**config.mk**
```make
export PLATFORM = sky130hd
export DESIGN_NAME = shifter_pipe_flat
export DESIGN_NICKNAME = d
export VERILOG_FILES = /design/src/rtl/shifter_pipe_if.sv /design/src/rtl/shifter_pipe.sv /design/src/flat_wrapper.sv
export SDC_FILE = /design/constraint.sdc
export NUM_CORES = 1
export LEC_CHECK = 0
export ABC_AREA = 1
export CORE_UTILIZATION = 50
export CTS_CLUSTER_DIAMETER = 100
export DETAILED_ROUTE_END_ITERATION = 10
export GPL_ROUTABILITY_DRIVEN = 0
export PLACE_DENSITY = 0.82
export SYNTH_ARGS = -nofsm -noshare
export SYNTH_HDL_FRONTEND = slang
export SYNTH_SLANG_ARGS = --single-unit
```
**constraint.sdc**
```tcl
create_clock -name clk -period 2.4 [get_ports clk]
set_clock_uncertainty 0.2 [all_clocks]
set_input_delay 0.72 -clock clk [delete_from_list [all_inputs] [get_ports clk]]
set_output_delay 0.72 -clock clk [all_outputs]
set_load 0.005 [all_outputs]
```
**src/rtl/shifter_pipe_if.sv**
```systemverilog
// shifter_pipe_if: operand/result bus with valid/ready handshakes for shifter_pipe
interface shifter_pipe_if #(
  parameter int DATA_WIDTH = 32,
  parameter int SHAMT_WIDTH = 5
);
  logic in_valid;
  logic in_ready;
  logic [DATA_WIDTH-1:0] A;
  logic [SHAMT_WIDTH-1:0] B;
  logic [1:0] Shiftop;
  logic out_valid;
  logic out_ready;
  logic [DATA_WIDTH-1:0] Result;
  modport master (
    output in_valid, A, B, Shiftop, out_ready,
    input  in_ready, out_valid, Result
  );
  modport slave (
    input  in_valid, A, B, Shiftop, out_ready,
    output in_ready, out_valid, Result
  );
endinterface

```
**src/rtl/shifter_pipe.sv**
```systemverilog
// shifter_pipe: pipelined SLL/SRL/SRA/ROR barrel shifter with valid/ready flow control
module shifter_pipe #(
  parameter int DATA_WIDTH = 32,
  parameter int SHAMT_WIDTH = 5,
  parameter int STAGES = 2
) (
  input logic clk,
  input logic rst,
  shifter_pipe_if.slave bus
);
  localparam logic [1:0] SLL = 2'b00;
  localparam logic [1:0] ROR = 2'b01;
  localparam logic [1:0] SRA = 2'b11;
  logic [STAGES-1:0] v_q, v_d, s_q, s_d;
  logic [DATA_WIDTH-1:0] d_q [STAGES];
  logic [DATA_WIDTH-1:0] d_d [STAGES];
  logic [SHAMT_WIDTH-1:0] b_q [STAGES];
  logic [SHAMT_WIDTH-1:0] b_d [STAGES];
  logic [1:0] op_q [STAGES];
  logic [1:0] op_d [STAGES];
  logic adv;
  logic unused_tail;
  // one shift level by 2^k; right shifts take their fill from the mode (zero, carried sign, or wrapped bits)
  function automatic logic [DATA_WIDTH-1:0] level(input logic [DATA_WIDTH-1:0] x, input int k,
                                                  input logic [1:0] op, input logic s);
    int n;
    logic [DATA_WIDTH-1:0] fill;
    n = 1 << k;
    fill = op == ROR ? x << (DATA_WIDTH - n) : op == SRA ? {DATA_WIDTH{s}} << (DATA_WIDTH - n) : '0;
    return op == SLL ? x << n : (x >> n) | fill;
  endfunction
  assign adv = !v_q[STAGES-1] || bus.out_ready;
  assign bus.in_ready = rst && adv;
  assign bus.out_valid = v_q[STAGES-1];
  assign bus.Result = d_q[STAGES-1];
  assign unused_tail = ^{s_q[STAGES-1], b_q[STAGES-1], op_q[STAGES-1]};
  // stage inputs from the predecessor register, then the shift levels assigned to each stage
  always_comb begin
    v_d[0] = bus.in_valid;
    s_d[0] = bus.A[DATA_WIDTH-1];
    d_d[0] = bus.A;
    b_d[0] = bus.B;
    op_d[0] = bus.Shiftop;
    for (int i = 1; i < STAGES; i++) begin
      v_d[i] = v_q[i-1];
      s_d[i] = s_q[i-1];
      d_d[i] = d_q[i-1];
      b_d[i] = b_q[i-1];
      op_d[i] = op_q[i-1];
    end
    for (int i = 0; i < STAGES; i++)
      for (int k = 0; k < SHAMT_WIDTH; k++)
        if (k * STAGES / SHAMT_WIDTH == i && b_d[i][k]) d_d[i] = level(d_d[i], k, op_d[i], s_d[i]);
  end
  // whole pipe advances together; a held output stalls every stage, bubbles included
  always_ff @(posedge clk)
    if (!rst) begin
      v_q <= '0;
      s_q <= '0;
      d_q <= '{default: '0};
      b_q <= '{default: '0};
      op_q <= '{default: '0};
    end else if (adv) begin
      v_q <= v_d;
      s_q <= s_d;
      d_q <= d_d;
      b_q <= b_d;
      op_q <= op_d;
    end
endmodule

```
**src/flat_wrapper.sv**
```systemverilog
// flat-port wrapper written by rule: the top's interface ports become plain ports
module shifter_pipe_flat 
#(
  parameter int DATA_WIDTH = 32,
  parameter int SHAMT_WIDTH = 5,
  parameter int STAGES = 2
)
  (clk, rst, bus_in_valid, bus_A, bus_B, bus_Shiftop, bus_out_ready, bus_in_ready, bus_out_valid, bus_Result);
  shifter_pipe_if #(.DATA_WIDTH(DATA_WIDTH), .SHAMT_WIDTH(SHAMT_WIDTH)) bus_i ();
  input logic clk;
  input logic rst;
  input wire logic [$bits(bus_i.in_valid)-1:0] bus_in_valid;
  input wire logic [$bits(bus_i.A)-1:0] bus_A;
  input wire logic [$bits(bus_i.B)-1:0] bus_B;
  input wire logic [$bits(bus_i.Shiftop)-1:0] bus_Shiftop;
  input wire logic [$bits(bus_i.out_ready)-1:0] bus_out_ready;
  output wire logic [$bits(bus_i.in_ready)-1:0] bus_in_ready;
  output wire logic [$bits(bus_i.out_valid)-1:0] bus_out_valid;
  output wire logic [$bits(bus_i.Result)-1:0] bus_Result;
  assign bus_i.in_valid = bus_in_valid;
  assign bus_i.A = bus_A;
  assign bus_i.B = bus_B;
  assign bus_i.Shiftop = bus_Shiftop;
  assign bus_i.out_ready = bus_out_ready;
  assign bus_in_ready = bus_i.in_ready;
  assign bus_out_valid = bus_i.out_valid;
  assign bus_Result = bus_i.Result;
  shifter_pipe #(.DATA_WIDTH(DATA_WIDTH), .SHAMT_WIDTH(SHAMT_WIDTH), .STAGES(STAGES)) u_core (.clk(clk), .rst(rst), .bus(bus_i));
endmodule
```
---- Word level (Yosys, flattened, before mapping) ----
Index checks and enable logic that the tools add are counted.
W data, S select, Z words.
cells by class
  add/subtract/negate cells ............... 0
  multipliers ............................. 0
  divide/modulo/power cells ............... 0
  $lt $le $gt $ge ......................... 0
  equality and inequality tests ........... 4
  shifts and indexed selects .............. 0
  mux-type cells .......................... 20
  bitwise gates (word level) .............. 5
  reduce and logical (&&, ||, !) cells .... 5
operators by type and width
  cell                  count
  $mux W32              20
  $or A16 B32 Y32       1
  $or A24 B32 Y32       1
  $or A28 B32 Y32       1
  $or A30 B32 Y32       1
  $or A31 B32 Y32       1
  $eq A2 B1 Y1 const B  2
  $eq A2 B2 Y1 const B  2
  $logic_not A2 Y1      2
  $logic_and A1 B1 Y1   1
  $logic_not A1 Y1      1
  $logic_or A1 B1 Y1    1
storage, ports and cells
  register bits after elaboration ......... 74
  bits in latches ......................... 0
  memory bits (writable) .................. 0
  ROM bits ................................ 0
  output and inout bits ................... 34
  word-level logic and storage cells ...... 40
  memories ................................ 0

---- Depth between registers and ports, before layout ----
  word-level depth ........................ 14
  depth in mapped cells ................... 11
  depth with buffers taken out ............ 10

---- Worst setup path before layout ----
OpenSTA, ideal clock, no wires.
  kind .................................... input-to-reg
  start ................................... in bus_B[0]
  end ..................................... reg u_core.d_q[37] (netlist name)
  setup time .............................. 0.114 ns
  arrival ................................. 1.753 ns
  data required time ...................... 2.086 ns
  setup slack ............................. 0.333 ns
  stages on the path ...................... 9
  path through ............................ buf_2 clkbuf_1 or2_2 nand3_1 nand3_1 nand2_1 nand2_1 o21bai_1 inv_1
on the way
  cells in the longest elaborated chain, start to end .. 7
ends and longest elaborated chain
  what                  line                text
  start, declared       flat_wrapper.sv:14  input wire logic [$bits(bus_i.B)-1:0] bus_B;
  $mux W32 *            shifter_pipe.sv:53  if (k * STAGES / SHAMT_WIDTH == i && b_d[i][k]) d_d[i] = level(d_d[i], k, op_d[i], s_d[i]);
  $or A30 B32 Y32       shifter_pipe.sv:30  return op == SLL ? x << n : (x >> n) | fill;
  $mux W32              shifter_pipe.sv:30
  $mux W32 *            shifter_pipe.sv:53
  $or A28 B32 Y32       shifter_pipe.sv:30
  $mux W32              shifter_pipe.sv:30
  $mux W32 *            shifter_pipe.sv:53
  end signal, assigned  shifter_pipe.sv:60  d_q <= '{default: '0};
  end signal, assigned  shifter_pipe.sv:66  d_q <= d_d;
  end, declared         shifter_pipe.sv:15  logic [DATA_WIDTH-1:0] d_q [STAGES];
Mark *: on every way between the ends. The rest lies on a longest branch, timed or not.
A chain may end at the register's enable or synchronous reset.

---- Worst setup path after layout ----
  start ................................... in bus_out_ready
  end ..................................... out bus_in_ready
on the way
  cells in the longest elaborated chain, start to end .. 2
ends and longest elaborated chain
  what                 line                text
  start, declared      flat_wrapper.sv:16  input wire logic [$bits(bus_i.out_ready)-1:0] bus_out_ready;
  $logic_or A1 B1 Y1   shifter_pipe.sv:32  assign adv = !v_q[STAGES-1] || bus.out_ready;
  $logic_and A1 B1 Y1  shifter_pipe.sv:33  assign bus.in_ready = rst && adv;
  end, declared        flat_wrapper.sv:17  output wire logic [$bits(bus_i.in_ready)-1:0] bus_in_ready;
Every way passes these cells.

==> results.ini <==
[cells_and_area]
fin_cells=1164
design_area_um2=7030
drive_gt1_frac=0.136
diodes=0
syn2layout_area_growth_pct=20.0
num-nets-final=1059

[grt]
gr-usage-all-layers=0.300
antenna_found_initial=0
grt_pass1_wl_mm=28.6
grt.overflow.total=0
grt_pass1_vias=5915
grt_max_degree=44

[min_path]
hold_depth=2
hp-start=u_core.bus.Result[16]
hold_class=register to register
holdPathEnd=u_core.bus.Result[16]

[sta]
worst_pin_slew_ns=0.459
finalMaxSlewViolations=0
max_freq_mhz=426
setup-violations-final=0
hold_slack_ns=0.249
fin_crit_sh=0.978
timing.final.hold_violations=0
setup_slack_ns=0.0517
min_period_ns=2.35
slew_headroom=0.694

[floorplanning]
num_rows=39
placeableCoreArea_um2=11400
initial_core_util=0.513
die_x_um=110
dieArea_um2=12200
ioPinCount=77
die_h_um=110

[critical_path]
cp_max_fo=2
end_kind=primary output
worstPathRequired_ns=1.48
critPathKind=primary input to primary output
r2r_slack_ns=0.40
cp.arrival_ns=1.43
reg2reg_depth=8
rr_endpoint=u_core.b_d[3]
start_kind=primary input
slowest_delay_ns=0.25
path_cells=dlygate4sd2_1, nor2_4, nor2_4, clkdlybuf4s15_1
cp_slowest_cell=dlygate4sd2_1
reg2reg_from=u_core.v_q[1]
cp-startpoint=bus_out_ready
cpMostUsedCell=nor2_4

[synthesis]
synthCells=975
synth_enable_flop_cells=0
synthArstFlopShare=0
synth.avg_cell_area_um2=6.01
ys_seq_elements=71
seq_area_frac_synth=0.243
syn_area_um2=5860
yosys_warnings=0
syn-num-nets=1018
synth.distinct_cells=32
synth_ff_type=dfxtp_1

[clock_tree]
htreeDepth=3
clk_pin_slew_ns=0.06
cts_buffers=9
cts-root-buf=clkbuf_16
clock_sinks=71
tritoncts=yes
cts_buffer_depth=2
insertion_delay_ns=0.34

[route]
wl_mm=17.2
dr_wl_met2_mm=7.70
dr.pass1.iters=7
wirelength_met1_mm=7.28
vias=6688
antenna_left=0
top_layer=met4
drt_iter0_drc=788
met3_length_mm=1.44
avgViaCountPerCell=5.75
drc_errors=0
post_drt_wl_per_cell_um=14.8

[placed_design]
dpl.hpwl_mm=12.8
dp_cells=1147
numPortBuffers=76
pre_cts_slack_ns=-0.431
place_area_um2=6700

[power]
leakagePower_nw=3.11
ir_drop_uv=511
pwr_density_cell_nw_per_um2=567
p_total_mw=3.99

[job]
cap_violations=0

[status]
status=finished clean

stage by stage:
step,utilization,TNS [ns]
after global routing,0.616,-0.00133
after CTS,0.615,0
after global placement,0.587,-20.64
after floorplan,-,0
final,0.616,0
after detailed placement,0.587,-22.73
logic make-up (layout without fill, tap and decap cells):
family / after synthesis / after routing / synth area share
flip-flops: 71 / 71 / 0.243
AO/OA/AOI/OAI: 219 / 219 / 0.199
AND/OR/NAND/NOR: 534 / 534 / 0.425
buffers and inverters: 151 / 197 / 0.133
metal layers:
metal  vias to the layer above  track usage
met5                         -            0
met4                         0        0.142
met3                        63       0.0429
met2                       344        0.487
met1                      2982        0.389
li1                       3299            -
final cells by class:
class	instances	area, um2
sequential	71	1420
clock buffer	10	229
tap	143	179
clock inverter	6	95.1
timing repair buffer	125	1240
fill	1076	4390
multi-input combinational	753	3660
inverter	56	213
cell usage after synthesis, types with 2 or more instances:
cell,count,share of area
inv_2,4,0.0026
buf_6,3,0.0058
dfxtp_1,71,0.24
nand3_2,23,0.039
buf_8,2,0.0051
o21ai_1,2,0.0017
a21oi_2,7,0.010
nand3_1,145,0.12
clkbuf_1,27,0.017
nor2_8,2,0.0068
o21ai_0,109,0.093
nor2_1,62,0.040
nand2_1,265,0.17
buf_4,36,0.046
inv_1,49,0.031
a31oi_1,6,0.0064
or2_2,29,0.031
clkinv_1,2,0.0013
nor2_4,4,0.0077
o211ai_1,5,0.0064
o22ai_1,10,0.011
a21oi_1,76,0.065
o21bai_1,2,0.0026
buf_2,26,0.022
sequential cells by signal, summed over array words and instances, names as in the netlist:
signal / count
u_core.b_d: 2
u_core.bus.Result: 32
u_core.d_q: 32
u_core.op_d: 2
u_core.s_q: 1
u_core.v_q: 2
critical path: cells and delay by family:
family | cells | cell delay, ns
buffers and inverters | 2 | 0.45
and+or+nand+nor | 2 | 0.26
cells in the final DEF, fill, tap and decap left out, types with 5 or more instances in the layout:
| cell type | netlist | final |
|---|---|---|
| nand2_1 | 265 | 265 |
| nand3_1 | 145 | 145 |
| o21ai_0 | 109 | 109 |
| a21oi_1 | 76 | 76 |
| dfxtp_1 | 71 | 71 |
| clkdlybuf4s50_1 | 0 | 70 |
| nor2_1 | 62 | 62 |
| inv_1 | 49 | 48 |
| buf_4 | 36 | 39 |
| or2_2 | 29 | 29 |
| nand3_2 | 23 | 23 |
| o22ai_1 | 10 | 10 |
| clkbuf_16 | 0 | 9 |
| buf_12 | 0 | 9 |
| a21oi_2 | 7 | 7 |
| a31oi_1 | 6 | 6 |
| inv_2 | 4 | 5 |
| o211ai_1 | 5 | 5 |
where the power goes:
group          internal, mW  switching (mW)  leakage (nW)
clock network         0.916           0.515         0.157
logic                 0.488           0.673          2.36
registers              1.30          0.0994         0.588
total                  2.70            1.29          3.11
how the worst max path moves through the flow:
stage | to | slack, ns | cells past startpoint
2_1_floorplan | u_core.d_q[37] | 0.33 | 9
3_3_place_gp | bus_in_ready | -0.40 | 4
3_5_place_dp | u_core.b_d[3] | -0.43 | 8
4_1_cts | u_core.d_q[58] | 0.01 | 11
5_1_grt | bus_in_ready | -0.001 | 4
6_report | bus_in_ready | 0.05 | 4
repair_timing:
| item | in CTS | in global routing |
|---|---|---|
| cloned | 0 | 0 |
| endpoints found under the hold margin | 0 | 0 |
| setup endpoints to repair | 36 | 30 |
| hold buffers | 0 | 0 |
| gates resized for setup | 6 | 2 |
| buffers inserted | 0 | 1 |
| pin swaps | 1 | 0 |
No activity file was read; power rests on OpenSTA's default activity.
